--- config.mk ---
export PLATFORM = sky130hd
export DESIGN_NAME = moore_seq_detector_flat
export DESIGN_NICKNAME = d
export VERILOG_FILES = /design/src/rtl/moore_seq_detector_pkg.sv /design/src/rtl/moore_seq_detector_if.sv /design/src/rtl/moore_seq_next.sv /design/src/rtl/moore_seq_detector.sv /design/src/flat_wrapper.sv
export SDC_FILE = /design/constraint.sdc
export NUM_CORES = 1
export LEC_CHECK = 0
export BUFFER_PORTS_ARGS = -buffer_cell sky130_fd_sc_hd__buf_2
export CELL_PAD_IN_SITES_DETAIL_PLACEMENT = 1
export CELL_PAD_IN_SITES_GLOBAL_PLACEMENT = 2
export CORE_ASPECT_RATIO = 1.4
export CORE_UTILIZATION = 31
export CTS_CLUSTER_DIAMETER = 80
export DETAILED_ROUTE_END_ITERATION = 12
export PLACE_DENSITY = 0.81
export SYNTH_ARGS = -nofsm -noshare
export SYNTH_HDL_FRONTEND = slang
export SYNTH_SLANG_ARGS = --single-unit
--- constraint.sdc ---
create_clock -name clk -period 2.8 [get_ports clk]
set_input_delay 0.56 -clock clk [delete_from_list [all_inputs] [get_ports clk]]
set_output_delay 0.56 -clock clk [all_outputs]
set_load 0.05 [all_outputs]
--- src/rtl/moore_seq_detector_pkg.sv ---
// Shared types and helpers for the serial pattern detector: state phase,
// prefix_len width helper and the longest-prefix match function.
package moore_seq_pkg;

    localparam int MAX_PAT_W = 16;

    typedef enum logic [1:0] {
        PH_IDLE    = 2'd0,
        PH_PARTIAL = 2'd1,
        PH_DETECT  = 2'd2
    } phase_e;

    function automatic int plen_w(input int pat_w);
        return $clog2(pat_w + 1);
    endfunction

    // hist holds the newest bit in bit 0; pattern bit pat_w-1 is the first bit on the wire,
    // so the newest L history bits line up with pattern[pat_w-1 -: L] shifted down.
    function automatic int prefix_match(input logic [MAX_PAT_W-1:0] hist,
                                        input int                   hvalid,
                                        input logic [MAX_PAT_W-1:0] pattern,
                                        input int                   pat_w);
        int                   best;
        logic [MAX_PAT_W-1:0] top;
        logic [MAX_PAT_W-1:0] keep;
        best = 0;
        for (int l = 1; l <= MAX_PAT_W; l++) begin
            if (l <= pat_w && l <= hvalid) begin
                top  = pattern >> (pat_w - l);
                keep = ~({MAX_PAT_W{1'b1}} << l);
                if (((hist ^ top) & keep) == '0) begin
                    best = l;
                end
            end
        end
        return best;
    endfunction

endpackage

--- src/rtl/moore_seq_detector_if.sv ---
// Serial stream and control bundle between a stimulus source and the detector.
// din is sampled only on edges where en is high; load overrides en; outputs are registered.
interface moore_seq_detector_if
    import moore_seq_pkg::*;
#(
    parameter int PAT_W = 3,
    parameter int CNT_W = 8
);
    localparam int PLEN_W = plen_w(PAT_W);

    logic              load;
    logic [PAT_W-1:0]  pattern_in;
    logic              overlap_in;
    logic              en;
    logic              din;
    logic              dout;
    logic [CNT_W-1:0]  match_count;
    logic [PLEN_W-1:0] prefix_len;
    phase_e            phase;

    modport master (
        output load, pattern_in, overlap_in, en, din,
        input  dout, match_count, prefix_len, phase
    );

    modport slave (
        input  load, pattern_in, overlap_in, en, din,
        output dout, match_count, prefix_len, phase
    );

endinterface

--- src/rtl/moore_seq_next.sv ---
// Combinational next-state logic: shifts din into the history and finds the
// longest matched pattern prefix. Holds no state.
module moore_seq_next
    import moore_seq_pkg::*;
#(
    parameter int PAT_W  = 3,
    parameter int PLEN_W = 2
) (
    input  logic [PAT_W-1:0]  hist,
    input  logic              din,
    input  logic [PLEN_W-1:0] hvalid,
    input  logic [PAT_W-1:0]  pattern,
    input  logic              overlap,
    input  logic              in_detect,
    output logic [PAT_W-1:0]  next_hist,
    output logic [PLEN_W-1:0] next_hvalid,
    output logic [PLEN_W-1:0] next_len,
    output logic              enter_detect
);

    logic [PLEN_W-1:0] eff_hvalid;
    int                match_len;

    always_comb begin
        // Without overlap, a completed match leaves nothing to build on.
        eff_hvalid   = (in_detect && !overlap) ? '0 : hvalid;
        next_hist    = {hist[PAT_W-2:0], din};
        next_hvalid  = (eff_hvalid == PLEN_W'(PAT_W)) ? eff_hvalid : eff_hvalid + PLEN_W'(1);
        match_len    = prefix_match(MAX_PAT_W'(next_hist), int'(next_hvalid),
                                    MAX_PAT_W'(pattern), PAT_W);
        next_len     = PLEN_W'(match_len);
        enter_detect = (match_len == PAT_W);
    end

endmodule

--- src/rtl/moore_seq_detector.sv ---
// Moore serial pattern detector with loadable pattern, overlap mode, enable
// and saturating match counter. All registers live here.
module moore_seq_detector
    import moore_seq_pkg::*;
#(
    parameter int               PAT_W       = 3,
    parameter int               CNT_W       = 8,
    parameter logic [PAT_W-1:0] RST_PATTERN = PAT_W'(5),
    parameter logic             RST_OVERLAP = 1'b0
) (
    input logic                  clk,
    input logic                  rst,
    moore_seq_detector_if.slave  bus
);

    localparam int PLEN_W = plen_w(PAT_W);

    logic [PAT_W-1:0]  pattern_q;
    logic              overlap_q;
    logic [PAT_W-1:0]  hist_q;
    logic [PLEN_W-1:0] hvalid_q;
    logic [PLEN_W-1:0] len_q;
    phase_e            phase_q;
    logic [CNT_W-1:0]  cnt_q;

    logic [PAT_W-1:0]  next_hist;
    logic [PLEN_W-1:0] next_hvalid;
    logic [PLEN_W-1:0] next_len;
    logic              enter_detect;

    moore_seq_next #(
        .PAT_W  (PAT_W),
        .PLEN_W (PLEN_W)
    ) u_next (
        .hist         (hist_q),
        .din          (bus.din),
        .hvalid       (hvalid_q),
        .pattern      (pattern_q),
        .overlap      (overlap_q),
        .in_detect    (phase_q == PH_DETECT),
        .next_hist    (next_hist),
        .next_hvalid  (next_hvalid),
        .next_len     (next_len),
        .enter_detect (enter_detect)
    );

    always_ff @(posedge clk) begin
        if (rst) begin
            pattern_q <= RST_PATTERN;
            overlap_q <= RST_OVERLAP;
            hist_q    <= '0;
            hvalid_q  <= '0;
            len_q     <= '0;
            phase_q   <= PH_IDLE;
            cnt_q     <= '0;
        end else if (bus.load) begin
            pattern_q <= bus.pattern_in;
            overlap_q <= bus.overlap_in;
            hist_q    <= '0;
            hvalid_q  <= '0;
            len_q     <= '0;
            phase_q   <= PH_IDLE;
            cnt_q     <= '0;
        end else if (bus.en) begin
            hist_q   <= next_hist;
            hvalid_q <= next_hvalid;
            len_q    <= next_len;
            if (enter_detect) begin
                phase_q <= PH_DETECT;
            end else if (next_len == '0) begin
                phase_q <= PH_IDLE;
            end else begin
                phase_q <= PH_PARTIAL;
            end
            if (enter_detect && cnt_q != '1) begin
                cnt_q <= cnt_q + CNT_W'(1);
            end
        end
    end

    assign bus.dout        = (phase_q == PH_DETECT);
    assign bus.match_count = cnt_q;
    assign bus.prefix_len  = len_q;
    assign bus.phase       = phase_q;

endmodule

--- src/flat_wrapper.sv ---
// flat-port wrapper written by rule: the top's interface ports become plain ports
module moore_seq_detector_flat import moore_seq_pkg::*;
#(
    parameter int               PAT_W       = 3,
    parameter int               CNT_W       = 8,
    parameter logic [PAT_W-1:0] RST_PATTERN = PAT_W'(5),
    parameter logic             RST_OVERLAP = 1'b0
)
  (clk, rst, bus_load, bus_pattern_in, bus_overlap_in, bus_en, bus_din, bus_dout, bus_match_count, bus_prefix_len, bus_phase);
  moore_seq_detector_if #(.PAT_W(PAT_W), .CNT_W(CNT_W)) bus_i ();
  input logic clk;
  input logic rst;
  input wire logic [$bits(bus_i.load)-1:0] bus_load;
  input wire logic [$bits(bus_i.pattern_in)-1:0] bus_pattern_in;
  input wire logic [$bits(bus_i.overlap_in)-1:0] bus_overlap_in;
  input wire logic [$bits(bus_i.en)-1:0] bus_en;
  input wire logic [$bits(bus_i.din)-1:0] bus_din;
  output wire logic [$bits(bus_i.dout)-1:0] bus_dout;
  output wire logic [$bits(bus_i.match_count)-1:0] bus_match_count;
  output wire logic [$bits(bus_i.prefix_len)-1:0] bus_prefix_len;
  output wire logic [$bits(bus_i.phase)-1:0] bus_phase;
  assign bus_i.load = bus_load;
  assign bus_i.pattern_in = bus_pattern_in;
  assign bus_i.overlap_in = bus_overlap_in;
  assign bus_i.en = bus_en;
  assign bus_i.din = bus_din;
  assign bus_dout = bus_i.dout;
  assign bus_match_count = bus_i.match_count;
  assign bus_prefix_len = bus_i.prefix_len;
  assign bus_phase = bus_i.phase;
  moore_seq_detector #(.PAT_W(PAT_W), .CNT_W(CNT_W), .RST_PATTERN(RST_PATTERN), .RST_OVERLAP(RST_OVERLAP)) u_core (.clk(clk), .rst(rst), .bus(bus_i));
endmodule
==> impl_results.md <==
- Status: finished clean
- First-pass GRT wire length: between 4000 and 5000 um
- CTS tree: yes
- Area grow syn2layout: 19.8%
- Setup Total Neg Slack: 0 ns
- Multiplexer share of the synthesized area: 5.08%
- Die area: 3410 sq um
- CTS root buffer: clkbuf_8
- WL met3: 86 um
- WL per Instance: 14.0 um
- ANT cells: 0
- Synthesized Nets: 122
- Yosys reg bits: 20
- CTS Hold Bufs: 0
- Fmax: 0.428 GHz
- WS Path Type: reg2reg
- Max Cap Viol: 0
- Crit path max fanout: 5
- I/O pins: 22
- Hold_ws: between 0.4 and 0.5 ns
- Clk buf depth: 2
- Post-synthesis adder-cell area fraction: 2.54%
- Core Rows: 23
- VDD IR max: ~0.00020 V
- Post-Synth Simple-Gate Area: 26.4%
- Post-synthesis xor/xnor area fraction: around 7.1%
- R2R depth: 10
- Post-synth EDFFs: 0
- Die height: between 60 and 70 um
- Pin count of the biggest net entering global routing: 16
- Part of the Yosys area used for sequential elements: 40.6%
- Synth Area in Compound Gates: 16.0%
- Clock Skew: just under 0.006 ns
- Most frequent cells in the layout: buf_2, dfxtp_1, nor2_1
- Post-synth ARST share: 0%
- Core Box Area: 2940 sq um
- Vias in the first global route: a little under 900
- Max-slew headroom: between 60% and 70%
- Met2 WL post-DR: ~1200 um
- Syn avg cell area: between 8 and 9 sq um
- Main area contributors after synthesis: dfxtp_1, nor2_1, xor2_1, mux2i_1, nand3_1
- Top Layer Used: met4
- CP required: 2.93 ns
- GR Overflow Total: 0
- PwrDens: 480 nW/um^2
- Arrival @ worst endpoint: 2.47 ns
- Via/cell ratio: 5.30
- Commonest non-fill, non-tap cell in the layout: buf_2
- HP Class: in2reg
- Library cells used by synthesis: 33
- Layout cells sized above 1: between 20% and 30%
- Syn. warnings: 0
- Crit. End Element: register
- Clk sink count: 20
- Mapped Area: roughly 990 sq um
- Yosys top cell area share: 40.6%
- M1 WL: 1050 um
- Largest area contributor in the netlist: dfxtp_1
- Cells after Synth: 111
- Largest family of logic cells by synthesized area: simple AND/OR/NAND/NOR gates
- CTS Buf Count: 3
- Resize count post-CTS: 0
- Total GRT Usage: 16.1%
- Starting Density: 33.6%
- Final setup fails: 0
- Final ANT Viol Nets: 0
- Setup bufs post-CTS: 0
- Detailed-route via count: 907
- RSZ-0062 raised after global routing: false
- Fin nets: 146
- Fin crit share: roughly 83%
- Worst skew pair latency: 0.26 ns
- Main synth FF type: dfxtp_1
- Worst setup SP type: register
- Gpl congestion: 0.783
- H-tree Lvls: 1
- Hold Path Stages: 2
- DRC: 0
- Final hold violations: 0
- Hpwl dp: ~1900 um
- Fin crit period: 2.34 ns
- Final Max Slew Viols: 0
- DRT Wirelength: 2390 um
- DRT iter0 DRCs: 12
- Lkg Pwr: roughly 0.5 nW
- Clock Pin Slew Worst Setup and Hold Paths: roughly 0.070 ns
- Slew @ Worst Pin: ~0.50 ns
- Port Buf Inserts: 21
- Initial antenna violation count: 0
- DIE WIDTH: 49.7 um
- Drt first pass iters: 2
[power by group]
group / leakage (nW) / internal (mW) / switching [mW] / total (mW)
Combinational: 0.320 / 0.0202 / 0.0288 / 0.0490
Sequential: 0.163 / 0.291 / 0.00779 / 0.299
Clock: 0.0288 / 0.125 / 0.0937 / 0.219
Total: 0.511 / 0.436 / 0.130 / 0.567
[critical path, cell delays in order (launching register included)]
cell	delay, ns
dfxtp_1	0.35
nor3b_1	0.15
buf_4	0.15
or4_1	0.47
a21oi_1	0.23
nand2_1	0.10
ha_1	0.21
and4_1	0.21
o211ai_1	0.12
xor2_1	0.17
nor2_1	0.05
[flip-flops by register name (all words and copies together), names as in the netlist]
signal,count
u_core.bus.match_count,8
u_core.bus.phase,2
u_core.bus.prefix_len,2
u_core.hist_q,2
u_core.hvalid_q,2
u_core.overlap_q,1
u_core.pattern_q,3
[Yosys cell counts, types with 2 or more instances]
cell      instances
mux2i_1           5
o211ai_1          2
nand2_1           6
and3_1            3
a31oi_1           3
a21oi_1           6
o21ai_0           5
or4_1             2
dfxtp_1          20
nor2b_1           4
xor2_1            6
nor2_1           15
a211oi_1          2
ha_1              2
nand3_1           7
xnor2_1           2
nor3_1            4
a211o_1           2
[kinds of logic after synthesis]
family,Yosys count
AO/OA/AOI/OAI,23
XOR/XNOR,8
adder cells (fa/ha/maj),2
buffers and inverters,4
flip-flops,20
multiplexers,5
AND/OR/NAND/NOR,49
[final cells by class]
cell class,count,area (sq um)
flip-flops and latches,20,400
inverters,1,3.75
fillers,380,1750
well taps,37,46.3
multi-input cells,87,563
clock buffers,4,55.1
repair buffers,22,113
[final timing paths]
path | slack [ns] | startpoint | end
max | 0.46 | u_core.bus.phase[1] | u_core.bus.match_count[3]
min reg2reg | 0.52 | u_core.hist_q[1] | u_core.hist_q[1]
min | 0.50 | bus_pattern_in[0] | u_core.pattern_q[0]
max reg2reg | 0.46 | u_core.bus.phase[1] | u_core.bus.match_count[3]
[metrics by stage]
step | instance area, sq um | cells | util, % | setup WS (ns) | power (mW)
finish | 1180 | 171 | 40.2 | 0.462 | 0.567
global route | 1180 | 171 | 40.2 | 0.290 | 0.592
CTS | 1180 | 171 | 40.2 | 0.431 | 0.576
detailed placement | 1130 | 167 | 38.4 | 0.363 | 0.355
global placement | 1130 | 167 | 38.4 | 0.403 | 0.354
floorplan | 986 | 111 | - | 0.405 | 0.339
[per-layer routing]
| layer | global-route usage [%] | vias to the layer above |
|---|---|---|
| li1 | - | 448 |
| met1 | 17.8 | 434 |
| met5 | 0 | - |
| met3 | 1.97 | 4 |
| met4 | 7.50 | 0 |
| met2 | 30.4 | 21 |
Power figures use the tool's default switching activity.
